File: src/rtl/xgriscv_retire_monitor.sv
// xgriscv_retire_monitor: counts retirements of pcW, flags halt or watchdog hang, and keeps a trace of recent PCs.
module xgriscv_retire_monitor #(
  parameter int ADDR_SIZE = 32,
  parameter logic [ADDR_SIZE-1:0] HALT_ADDR = 32'h80000078,
  parameter int TIMEOUT = 64,
  parameter int CNT_W = 32,
  parameter int TRACE_DEPTH = 8
) (
  input  logic                           clk,
  input  logic                           rstn,
  input  logic [ADDR_SIZE-1:0]           pcW,
  output logic                           done,
  output logic                           hang,
  output logic [CNT_W-1:0]               cycles,
  output logic [CNT_W-1:0]               retired,
  input  logic [$clog2(TRACE_DEPTH)-1:0] trace_idx,
  output logic [ADDR_SIZE-1:0]           trace_pc,
  output logic [$clog2(TRACE_DEPTH):0]   trace_cnt
);
  localparam int IW = $clog2(TRACE_DEPTH);
  typedef enum logic [1:0] {IDLE, RUN, DONE, HANG} state_t;
  state_t state_q, state_d;
  logic [ADDR_SIZE-1:0] prev_pc_q, prev_pc_d;
  logic [CNT_W-1:0] cycles_q, cycles_d, retired_q, retired_d;
  logic [15:0] stall_q, stall_d;
  logic [IW-1:0] wr_ptr_q, wr_ptr_d, rd_ptr;
  logic [IW:0] cnt_q, cnt_d;
  logic [ADDR_SIZE-1:0] mem_q [TRACE_DEPTH];
  logic [ADDR_SIZE-1:0] mem_d [TRACE_DEPTH];
  logic active, retire;
  always_comb begin
    active = state_q == IDLE || state_q == RUN;
    // prev_pc stays 0 throughout IDLE, so the first nonzero pcW always retires
    retire = active && pcW != '0 && pcW != prev_pc_q;
    state_d = state_q;
    prev_pc_d = active ? pcW : prev_pc_q;
    cycles_d = (state_q == RUN || retire) && cycles_q != '1 ? cycles_q + CNT_W'(1) : cycles_q;
    retired_d = retire && retired_q != '1 ? retired_q + CNT_W'(1) : retired_q;
    stall_d = retire ? 16'd0 : state_q == RUN ? stall_q + 16'd1 : stall_q;
    wr_ptr_d = retire ? wr_ptr_q + IW'(1) : wr_ptr_q;
    cnt_d = retire && cnt_q != (IW+1)'(TRACE_DEPTH) ? cnt_q + (IW+1)'(1) : cnt_q;
    mem_d = mem_q;
    if (retire) mem_d[wr_ptr_q] = pcW;
    if (retire && pcW == HALT_ADDR) state_d = DONE;
    else if (retire && state_q == IDLE) state_d = RUN;
    else if (state_q == RUN && stall_d == 16'(TIMEOUT)) state_d = HANG;
  end
  always_ff @(posedge clk) begin
    if (rstn) begin
      state_q <= IDLE;
      prev_pc_q <= '0;
      cycles_q <= '0;
      retired_q <= '0;
      stall_q <= '0;
      wr_ptr_q <= '0;
      cnt_q <= '0;
    end else begin
      state_q <= state_d;
      prev_pc_q <= prev_pc_d;
      cycles_q <= cycles_d;
      retired_q <= retired_d;
      stall_q <= stall_d;
      wr_ptr_q <= wr_ptr_d;
      cnt_q <= cnt_d;
    end
  end
  // trace contents are not reset; cnt_q masks stale entries
  always_ff @(posedge clk) mem_q <= mem_d;
  always_comb begin
    rd_ptr = wr_ptr_q - IW'(1) - trace_idx;
    trace_pc = {1'b0, trace_idx} < cnt_q ? mem_q[rd_ptr] : '0;
    done = state_q == DONE;
    hang = state_q == HANG;
    cycles = cycles_q;
    retired = retired_q;
    trace_cnt = cnt_q;
  end
endmodule

File: config.mk
export PLATFORM = sky130hd
export DESIGN_NAME = xgriscv_retire_monitor
export DESIGN_NICKNAME = d
export VERILOG_FILES = /design/src/rtl/xgriscv_retire_monitor.sv
export SDC_FILE = /design/constraint.sdc
export NUM_CORES = 1
export LEC_CHECK = 0
export CAP_MARGIN = 30
export CORE_MARGIN = 3
export CORE_UTILIZATION = 40
export CTS_CLUSTER_SIZE = 24
export DETAILED_ROUTE_END_ITERATION = 8
export PLACE_DENSITY = 0.63
export SYNTH_ARGS = -nofsm -noshare
export SYNTH_HDL_FRONTEND = slang
export SYNTH_SLANG_ARGS = --single-unit
File: constraint.sdc
create_clock -name clk -period 16.3 [get_ports clk]
set_clock_uncertainty 0.05 [all_clocks]
set_input_delay 1.63 -clock clk [delete_from_list [all_inputs] [get_ports clk]]
set_output_delay 1.63 -clock clk [all_outputs]
set_load 0.005 [all_outputs]
Word level (Yosys, flattened, before mapping). Index checks and enable logic that the tools add are counted. W data, S select, Z words.

Register bits after elaboration: 377. Word-level logic and storage cells: 66.

Add/sub/neg operators: 7. Order comparisons: 4. Equal/unequal tests: 9. Mux-type cells: 12. Bitwise operators: 2. Reduce and logical (&&, ||, !) cells: 16.

Operators with widths (count): $bwmux W256 (1); $mux W32 (4); $bmux W32 S3 (1); $demux W32 S3 (1); $add A32 B1 Y32 const B (2); $ne A32 B32 Y1 const B (2); $eq A32 B32 Y1 const B (1); $mux W16 (2); $ne A32 B32 Y1 (1); $reduce_bool A32 Y1 (1); $add A16 B1 Y16 const B (1); $eq A16 B7 Y1 const B (1); $logic_and A1 B1 Y1 (9); $ge A4 B4 Y1 const B (2); $not A3 Y4 (2); $mux W2 (3); $add A4 B1 Y4 const B (1); $eq A2 B2 Y1 const B (2); $lt A3 B4 Y1 (1); $lt A4 B1 Y1 const B (1); $ne A4 B4 Y1 const B (1); $add A3 B1 Y3 const B (1); $reduce_bool A3 Y1 (1); $sub A3 B1 Y3 const B (1); 6 further kinds (7).

Longest topological paths before layout. Gate-level depths: netlist of the first run.

Depth after elaboration: 10. Mapped depth: 10. Depth with buffers taken out: 8.

Least setup slack after synthesis of the first run. No wires, ideal clock.

Kind: input to register. Start point: input port pcW[10]. End point: register mem_q[160] in the netlist's numbering, enable pin. Library setup time: 0.513 ns. Arrival: 6.037 ns. Path slack: 9.699 ns. Stages on the path: 7. Buffers on the path: 2. Cells stage by stage: xnor2_1 -> nand4_1 -> nor4_1 -> a211oi_1 -> buf_2 -> buf_1 -> nor4b_1.

Cells in the longest elaborated chain, start to end: 3.

RTL lines: start: declaration (RTL line 11) `input logic [ADDR_SIZE-1:0] pcW,`; $reduce_bool A32 Y1 (RTL line 34) `retire = active && pcW != '0 && pcW != prev_pc_q;`; $logic_and A1 B1 Y1 (RTL line 34); $logic_and A1 B1 Y1 (*) (RTL line 34); end signal: assignment (RTL line 68) `always_ff @(posedge clk) mem_q <= mem_d;`; end: declaration (RTL line 28) `logic [ADDR_SIZE-1:0] mem_q [TRACE_DEPTH];`.

Mark *: on every way between the ends. The rest lies on a longest branch, timed or not. A chain may end at the register's enable or synchronous reset.

Worst setup path in the final report of the first run.
Start point: input port trace_idx[0]. End point: output port trace_pc[0].

Cells in the longest elaborated chain, start to end: 6.

RTL lines: start: declaration (RTL line 16) `input logic [$clog2(TRACE_DEPTH)-1:0] trace_idx,`; $sub A3 B3 Y3 (RTL line 70) `rd_ptr = wr_ptr_q - IW'(1) - trace_idx;`; $not A3 Y4 (not written as such) (RTL line 71) `trace_pc = {1'b0, trace_idx} < cnt_q ? mem_q[rd_ptr] : '0;`; $bmux W32 S3 (RTL line 71); $mux W32 (not written as such) (2 in series) (RTL line 71); $mux W32 (*) (RTL line 71); end: declaration (RTL line 17) `output logic [ADDR_SIZE-1:0] trace_pc,`.

Mark *: on every way between the ends. The rest lies on a longest branch, timed or not. The select of a mux whose other input is x is not followed.

==> flow_metrics.tcl, run 1 <==
set metrics [dict create \
    ir_drop_v 0.0000577 \
    grt_pass1_wl_um 56100 \
    worstRegToRegCells 8 \
    async_flop_share_pct 0 \
    vias_per_cell 5.31 \
    fin_cells 1848 \
    grtUsageTotal_pct 17.1 \
    dp.cells 1773 \
    hold_ws_ns 0.453 \
    worstReg2RegStart "prev_pc_q[25]$_SDFFE_PP0P_" \
    power_density_nw_per_um2 114 \
    synth_area_per_cell_sq_um 13.7 \
    setup_viol 0 \
    port_buffers 138 \
    worstPathMaxFanout 19 \
    clk_pin_slew_worst_paths_ns 0.06 \
    final_cell_area_sq_um 19200 \
    syn2layout_area_growth_pct 21.3 \
    status "complete, no violations" \
    crit_required_ns 14.62 \
    cp-start-kind "primary input" \
    hold_path.class "flop to flop" \
    swShare_pct 23.0 \
    ant_nets 0 \
    drive_above_1_share_pct 13.6 \
    clockBufferDepth 3 \
    cts_tree "built" \
    slew_headroom_pct 34.1 \
    dr.pass1.iters 5 \
    synth_edf_count 256 \
    rsz0062_at_grt "false" \
    drt-total-wl_um 35800 \
    fmax_mhz 152 \
    report.final.slew_viol_count 0 \
    cp-startpoint "trace_idx[0]" \
    antenna_found_initial 3 \
    p_leak_nw 6.26 \
    p_sw_mw 0.505 \
    cts_hold_buf 0 \
    globalRouteOverflowTotal 0 \
    synth.area.top_cells "edfxtp_1 (49%), dfxtp_1 (15%), mux4_2 (9.1%), nor2_1 (2.8%), xnor2_1 (2.7%)" \
    first_iter_violations 569 \
    syn_nets 1201 \
    drc 0 \
    yosysTopAreaCell "edfxtp_1" \
    place_area_sq_um 17900 \
    core_area_sq_um 38800 \
    cts_buffers 40 \
    finalCritPeriodShare_pct 40.3 \
    nNetsFinal 1345 \
    clk-insertion-delay-late_ns 0.54 \
    finalSetupTns_ns 0 \
    wl_per_cell_um 19.4 \
    chipHeight_um 205 \
    htree_levels 2 \
    r2r_setup_slack_ns 13.17 \
    synth.top_cell.area_share_pct 48.6 \
    vias 9812 \
    ctsResizeCount 0 \
    ys_types 64 \
    rows 72 \
    pre_cts_ws_ns 9.63 \
    yosys_register_bits 377 \
    critPathCapture "trace_pc[0]" \
    finalHoldViolCount 0 \
    p_int_mw 1.69 \
    regArea_sq_um 10100 \
    worst_slew_pin_slew_ns 0.988 \
    combPwrFrac_pct 11.3 \
    max_cap_viol_count 0 \
    timing.final.ws_setup_ns 9.73 \
    critical_path_class "primary input to primary output" \
    grt_max_degree 92 \
    postLayoutCoreUtil_pct 49.4 \
    hpwl_um 21700 \
    synth_cells 1154 \
    ys_warn_count 0 \
    arrival_ns 4.89 \
    initial_core_util_pct 40.7 \
    clkPwrFrac_pct 39.8 \
    post-cts-setup-buffers 0 \
    ys_seq_area_share_pct 63.9 \
    ios 139 \
    finalPower_mw 2.19 \
    cp-end-kind "primary output" \
    fillers 3346 \
    multi_input_area_sq_um 5470 \
    fin_crit_ns 6.57 \
    gp_congestion 0.800 \
    p_seq_share_pct 48.9 \
    grt_pass1_vias 9906 \
    cts_root_buf "clkbuf_16" \
    syn_area_sq_um 15800 \
    die_area_sq_um 42000 \
    clkSinkCount 377 \
    synthFlopType "edfxtp_1" \
    die_x_um 205 \
    r2r-end "cycles[30]$_SDFFE_PP0P_" \
]
-- synth_stat cells, drive strengths merged (2+ instances only) --
library cell / number
nand2: 101
dfxtp: 121
nor4b: 5
or3: 18
or4: 10
nand3b: 2
nor2: 116
clkbuf: 37
buf: 22
nand4: 40
nand3: 38
mux2i: 34
o21ba: 2
nor3: 13
a41oi: 2
xnor2: 48
a211oi: 2
o31ai: 8
a21oi: 63
and3: 16
and4: 2
nand4b: 2
inv: 14
mux4: 64
nor4: 13
and2: 7
o21ai: 21
o211ai: 3
nor3b: 2
or2: 3
o2111ai: 2
edfxtp: 256
xor2: 42
nor2b: 5
ha: 9
-- final cells by class --
type / instances / area share [%]
clock buffer: 54 / 5.81
sequential: 377 / 52.7
antenna: 2 / 0.0261
multi-input combinational: 704 / 28.5
inverter: 14 / 0.274
tap: 518 / 3.38
clock inverter: 18 / 0.770
timing repair buffer: 161 / 8.49
-- per-layer routing --
| metal | wire [um] | track usage (%) | share of wire, % | vias to the layer above |
|---|---|---|---|---|
| met5 | 30 | 0 | 0.084 | - |
| met4 | 733 | 4.89 | 2.0 | 4 |
| met3 | 2050 | 3.97 | 5.7 | 54 |
| met2 | 17400 | 28.7 | 49 | 209 |
| met1 | 15600 | 22.3 | 43 | 4926 |
| li1 | - | - | - | 4619 |
-- layout by cell type, fill, tap and decap left out, types with 10 or more instances in the layout --
master           count
dfxtp_1            120
nand2_1            101
and3_1              16
a21oi_1             62
nor2_1             114
nor4_1              11
inv_1               14
or4_1               10
clkdlybuf4s50_1    137
mux4_2              64
nand3_1             37
or3_1               18
buf_4               19
nand4_1             37
mux2i_1             34
xnor2_1             47
o21ai_0             19
clkbuf_16           41
edfxtp_1           256
xor2_1              41
-- kinds of logic (layout without fill, tap and decap cells) --
kind of cell / Yosys count / in the layout / share of synthesized area, %
AND/OR/NAND/NOR: 396 / 396 / 12.8
flip-flops: 377 / 377 / 63.9
AO/OA/AOI/OAI: 110 / 110 / 4.05
multiplexers: 98 / 98 / 11.3
XOR/XNOR: 90 / 90 / 4.98
buffers and inverters: 73 / 247 / 2.12
adder cells (fa/ha/maj): 10 / 10 / 0.839
other: 0 / 2 / 0
-- registers in the layout, indices dropped and copies added (netlist names) --
name       count
trace_cnt      4
prev_pc_q     32
mem_q        256
state_q        2
wr_ptr_q       3
stall_q       16
cycles        32
retired       32
-- worst min path at each step --
stage / startpoint / endpoint / cells after the start
after detailed placement: retired[1]$_SDFFE_PP0P_ / retired[1]$_SDFFE_PP0P_ / 2
final: retired[1]$_SDFFE_PP0P_ / retired[1]$_SDFFE_PP0P_ / 2
after CTS: retired[1]$_SDFFE_PP0P_ / retired[1]$_SDFFE_PP0P_ / 2
after global routing: cycles[22]$_SDFFE_PP0P_ / cycles[22]$_SDFFE_PP0P_ / 2
after global placement: retired[1]$_SDFFE_PP0P_ / retired[1]$_SDFFE_PP0P_ / 2
after floorplan: retired[1]$_SDFFE_PP0P_ / retired[1]$_SDFFE_PP0P_ / 2
-- critical path, cell delays in order --
cell,delay (ns)
clkdlybuf4s50_1,0.44
inv_1,0.12
ha_4,0.13
inv_1,0.04
fa_2,0.33
xnor2_1,0.50
xor2_4,0.55
buf_16,0.25
nand2_1,0.07
a21oi_1,0.27
clkdlybuf4s50_1,0.56
-- power groups by stage --
| stage | logic, mW | clock network, mW | registers (mW) |
|---|---|---|---|
| after floorplan | 0.141 | 0 | 1.09 |
| after global placement | 0.241 | 0 | 1.09 |
| after detailed placement | 0.250 | 0 | 1.09 |
| after CTS | 0.251 | 0.898 | 1.07 |
| after global routing | 0.269 | 0.935 | 1.08 |
| final | 0.248 | 0.872 | 1.07 |
No activity file was read; power rests on OpenSTA's default activity.
==> run 2, diff against run 1 <==
--- a/config.mk
+++ b/config.mk
@@ -10,7 +10,7 @@
 export CORE_UTILIZATION = 40
 export CTS_CLUSTER_SIZE = 24
 export DETAILED_ROUTE_END_ITERATION = 8
-export PLACE_DENSITY = 0.63
+export PLACE_DENSITY = 0.65
 export SYNTH_ARGS = -nofsm -noshare
 export SYNTH_HDL_FRONTEND = slang
 export SYNTH_SLANG_ARGS = --single-unit
==> constraint.sdc (replaced) <==
create_clock -name clk -period 5.7 [get_ports clk]
set_clock_uncertainty 0.05 [all_clocks]
set_input_delay 0.57 -clock clk [delete_from_list [all_inputs] [get_ports clk]]
set_output_delay 0.57 -clock clk [all_outputs]
set_load 0.005 [all_outputs]
==> run 2 against run 1 <==
Effect of this change: first-iteration DRC count decreased by 4.7%; worst hold slack got worse by 0.049 ns; highest routed layer unchanged; via count is 0.17% higher; power grew to 2.9 times the previous value; core utilization grew 0.064 points; worst setup slack got worse by 8.4 ns; final area is 0.13% higher; sequential power increased to 2.9 times the previous value; sequential cell count unchanged; cell count about the same; register-to-register slack lost 11 ns; global-route usage rose by 0.34 points.
==> flow_metrics.tcl, run 2 (same netlist as run 1, synthesis figures left out) <==
set metrics [dict create \
    drive_above_1_share_pct 13.9 \
    finalHoldViolCount 0 \
    port_buffers 138 \
    initial_core_util_pct 40.7 \
    arrival_ns 3.71 \
    worstRegToRegCells 8 \
    grt_max_degree 66 \
    grt_pass1_wl_um 56900 \
    crit_required_ns 5.08 \
    max_cap_viol_count 0 \
    cts_hold_buf 0 \
    dr.pass1.iters 5 \
    core_area_sq_um 38800 \
    hold_ws_ns 0.404 \
    slew_headroom_pct 35.8 \
    wl_per_cell_um 19.4 \
    multi_input_area_sq_um 5470 \
    cp_slowest_cell "dfxtp_1" \
    hpwl_um 21900 \
    grt_pass1_vias 10041 \
    post-cts-setup-buffers 0 \
    path_cells "ha_4, inv_1, fa_2, xnor2_1, xor2_4, buf_4, nand2_1, a21oi_1, clkdlybuf4s50_1" \
    p_leak_nw 6.27 \
    hold_path_depth 2 \
    die_area_sq_um 42000 \
    finalSetupTns_ns 0 \
    report.final.slew_viol_count 0 \
    largest_register_ffs 256 \
    chipHeight_um 205 \
    ir_drop_v 0.000245 \
    place_area_sq_um 17900 \
    largest_register "mem_q" \
    r2r_setup_slack_ns 2.42 \
    drc 0 \
    htree_levels 2 \
    rsz0062_at_grt "false" \
    finalCritPeriodShare_pct 75.9 \
    status "complete, no violations" \
    power_density_nw_per_um2 328 \
    vias 9829 \
    timing.final.ws_setup_ns 1.37 \
    fmax_mhz 231 \
    clk_pin_slew_worst_paths_ns 0.06 \
    antenna_cells 0 \
    vias_per_cell 5.32 \
    globalRouteOverflowTotal 0 \
    layout_common_cells "edfxtp_1 (256), clkdlybuf4s50_1 (137), dfxtp_1 (120)" \
    drt-total-wl_um 35800 \
    first_iter_violations 542 \
    worst_slew_pin_slew_ns 0.955 \
    grtUsageTotal_pct 17.4 \
    regArea_sq_um 10100 \
    pre_cts_ws_ns 1.44 \
    syn2layout_area_growth_pct 21.4 \
    antenna_found_initial 1 \
    ios 139 \
    ant_nets 0 \
    cts_tree "built" \
    cts_root_buf "clkbuf_16" \
    gp_congestion 0.774 \
    nNetsFinal 1348 \
    layout_commonest_cell "edfxtp_1" \
    cp-start-kind "flop" \
    clkSinkCount 377 \
    cp-end-kind "primary output" \
    final_cell_area_sq_um 19200 \
    die_x_um 205 \
    cpPeakStageDelay_ns 0.61 \
    worstPathMaxFanout 32 \
    clockBufferDepth 3 \
    hold_path.class "primary input to flop" \
    fin_crit_ns 4.33 \
    clk-insertion-delay-late_ns 0.55 \
    critical_path_class "flop to primary output" \
    cts_buffers 41 \
    ctsResizeCount 0 \
    setup_viol 0 \
    fillers 3347 \
    rows 72 \
]
==> run 2: path summary, 6_finish.rpt <==
check	start	end
max	wr_ptr_q[0]$_SDFFE_PP0N_	trace_pc[18]
min	rstn	trace_cnt[0]$_SDFFE_PP0P_
max reg2reg	prev_pc_q[25]$_SDFFE_PP0P_	cycles[30]$_SDFFE_PP0P_
min reg2reg	retired[1]$_SDFFE_PP0P_	retired[1]$_SDFFE_PP0P_
==> run 2: where the power goes <==
group | internal, mW | leakage [nW] | switching, mW
Sequential | 3.03 | 3.34 | 0.0383
Combinational | 0.328 | 2.31 | 0.370
Clock | 1.48 | 0.632 | 1.04
==> run 2: stage by stage <==
stage / total power [mW] / std cells / util [%]
finish: 6.29 / 1849 / 49.5
global route: 6.56 / 1849 / 49.5
CTS: 6.39 / 1849 / 49.5
detailed placement: 3.84 / 1776 / 46.1
global placement: 3.83 / 1774 / 46.0
floorplan: 3.52 / 1154 / -
==> run 2: worst max-delay path: cells and delay by family, from the launching register on <==
family	cells	cell delay [ns]
xor+xnor	2	0.65
buf+inv	3	1.02
fa+ha+maj	2	0.52
flops	1	0.61
compound gates	1	0.23
simple gates	1	0.12
==> run 2: area by class of cell <==
cell class / count / area share (%)
clock inverter: 16 / 0.710
timing repair buffer: 163 / 8.42
sequential: 377 / 52.7
tap: 518 / 3.38
clock buffer: 57 / 6.08
multi-input combinational: 704 / 28.5
inverter: 14 / 0.274
==> run 2: layer usage <==
metal	global-route usage (%)	routed length, um
met5	0	13
met4	6.22	1110
met3	4.10	2460
met2	27.8	16900
met1	23.5	15300
==> run 3, diff against run 2 <==
==> constraint.sdc (replaced) <==
create_clock -name clk -period 3.7 [get_ports clk]
set_clock_uncertainty 0.05 [all_clocks]
set_input_delay 0.37 -clock clk [delete_from_list [all_inputs] [get_ports clk]]
set_output_delay 0.37 -clock clk [all_outputs]
set_load 0.005 [all_outputs]
==> run 3 against run 2 <==
Effect of this change: first-iteration DRC count is 2.8% higher; worst setup slack got worse by 1.2 ns; clock power grew 60%; global-route usage up 0.12 points; clock-buffer cell count decreased by 10; via count grew 1.4%; sequential cell count is the same; final area increased by 2.7%; critical path depth down 1; worst hold slack lost 0.069 ns; wire length is 2.0% higher; critical endpoint is now trace_pc[2]; highest routed layer is now met4.
==> flow_metrics.tcl, run 3 (same netlist as run 1, synthesis figures left out) <==
set metrics [dict create \
    multi_input_area_sq_um 5490 \
    gp_congestion 0.769 \
    worstRegToRegCells 8 \
    p_leak_nw 6.54 \
    cts_tree "built" \
    arrival_ns 3.08 \
    fmax_mhz 286 \
    top_layer "met4" \
    cp.depth 8 \
    wl_met3_um 1920 \
    worst_slew_pin_slew_ns 0.868 \
    cp-startpoint "wr_ptr_q[1]$_SDFFE_PP0N_" \
    nNetsFinal 1387 \
    clockBufferDepth 3 \
    syn2layout_area_growth_pct 24.7 \
    wl_met1_um 15900 \
    r2r_setup_slack_ns 0.99 \
    htree_levels 2 \
    cp-end-kind "primary output" \
    critPathBufInv 4 \
    rows 72 \
    ios 139 \
    cts_buffers 40 \
    rsz0062_at_grt "false" \
    cpPeakStageDelay_ns 0.58 \
    port_buffers 138 \
    finalPower_mw 9.94 \
    ant_nets 0 \
    grtUsageTotal_pct 17.6 \
    chipHeight_um 205 \
    finalSetupTns_ns 0 \
    cts_hold_buf 0 \
    hold_path.class "primary input to flop" \
    antenna_found_initial 0 \
    crit_required_ns 3.28 \
    layout_commonest_cell "edfxtp_1" \
    grt_max_degree 68 \
    core_area_sq_um 38800 \
    fin_cells 1889 \
    drive_above_1_share_pct 16.5 \
    wl_per_cell_um 19.3 \
    path_delay_family "buffers and inverters" \
    max_cap_viol_count 0 \
    largest_register "mem_q" \
    dp.cells 1814 \
    fin_crit_ns 3.50 \
    vias 9963 \
    ir_drop_v 0.000332 \
    largest_register_ffs 256 \
    hold_path_depth 2 \
    regArea_sq_um 10100 \
    r2r-end "mem_q[26]$_DFFE_PP_" \
    worstPathMaxFanout 20 \
    vias_per_cell 5.27 \
    drc 0 \
    fillers 3282 \
    status "complete, no violations" \
    die_area_sq_um 42000 \
    critPathCapture "trace_pc[2]" \
    clkSinkCount 377 \
    globalRouteOverflowTotal 0 \
    slew_headroom_pct 41.6 \
    finalHoldViolCount 0 \
    dr.pass1.iters 5 \
    grt_pass1_wl_um 57200 \
    place_area_sq_um 18400 \
    hpwl_um 23300 \
    clk-insertion-delay-late_ns 0.56 \
    final_cell_area_sq_um 19700 \
    layout_common_cells "edfxtp_1 (256), clkdlybuf4s50_1 (137), dfxtp_1 (119)" \
    worstReg2RegStart "prev_pc_q[10]$_SDFFE_PP0P_" \
    report.final.slew_viol_count 0 \
    route.met2.wl_um 18200 \
    initial_core_util_pct 40.7 \
    setup_viol 0 \
    grt_pass1_vias 10084 \
    power_density_nw_per_um2 504 \
    cp_slowest_cell "fa_2" \
    path_cells "clkinvlp_4, fa_2, buf_12, buf_4, mux4_2, nand2_1, a21oi_1, clkdlybuf4s50_1" \
    critical_path_class "flop to primary output" \
    first_iter_violations 557 \
    die_x_um 205 \
    finalCritPeriodShare_pct 94.6 \
    drt-total-wl_um 36500 \
    postLayoutCoreUtil_pct 50.8 \
    cts_root_buf "clkbuf_16" \
    clk_pin_slew_worst_paths_ns 0.06 \
    cp-start-kind "flop" \
    antenna_cells 0 \
]
-- run 3: cell count changes in the layout (fill, tap and decap cells not counted), sizes merged --
cell      delta
buf         +40
clkinv       +5
clkbuf      -10
bufinv       +3
clkinvlp     +2
-- run 3: area by class of cell --
| type | instances | area share (%) |
|---|---|---|
| clock buffer | 47 | 5.42 |
| clock inverter | 26 | 1.31 |
| sequential | 377 | 51.3 |
| multi-input combinational | 704 | 27.8 |
| timing repair buffer | 203 | 10.6 |
| inverter | 14 | 0.286 |
| tap | 518 | 3.29 |
-- run 3: power by group --
group / leakage [nW] / internal (mW) / switching (mW)
Sequential: 3.34 / 4.67 / 0.0591
Clock: 0.643 / 2.36 / 1.66
Combinational: 2.56 / 0.587 / 0.600
Total: 6.54 / 7.62 / 2.32
-- run 3: stage by stage --
step           setup WS, ns  hold WS, ns
2_1_floorplan        -0.568        0.419
3_3_place_gp          0.158        0.425
3_5_place_dp          0.140        0.426
4_1_cts              0.0494        0.294
5_1_grt              0.0345        0.338
6_report              0.199        0.335
-- run 3: how the worst min path moves through the flow --
stage | from | to
after floorplan | pcW[0] | mem_q[0]$_DFFE_PP_
after CTS | rstn | wr_ptr_q[1]$_SDFFE_PP0N_
after detailed placement | retired[1]$_SDFFE_PP0P_ | retired[1]$_SDFFE_PP0P_
after global placement | retired[1]$_SDFFE_PP0P_ | retired[1]$_SDFFE_PP0P_
final | rstn | prev_pc_q[6]$_SDFFE_PP0P_
after global routing | rstn | prev_pc_q[9]$_SDFFE_PP0P_
-- run 3: layer usage --
layer,vias to the layer above,GRT usage (%)
met5,-,0
met4,0,3.78
met3,43,3.46
met2,237,29.8
met1,4981,23.6
li1,4702,-
-- run 3: timing repair --
action	CTS	global route
pin swaps	0	0
setup buffers	0	2
setup endpoints to repair	31	23
resized for setup	1	4
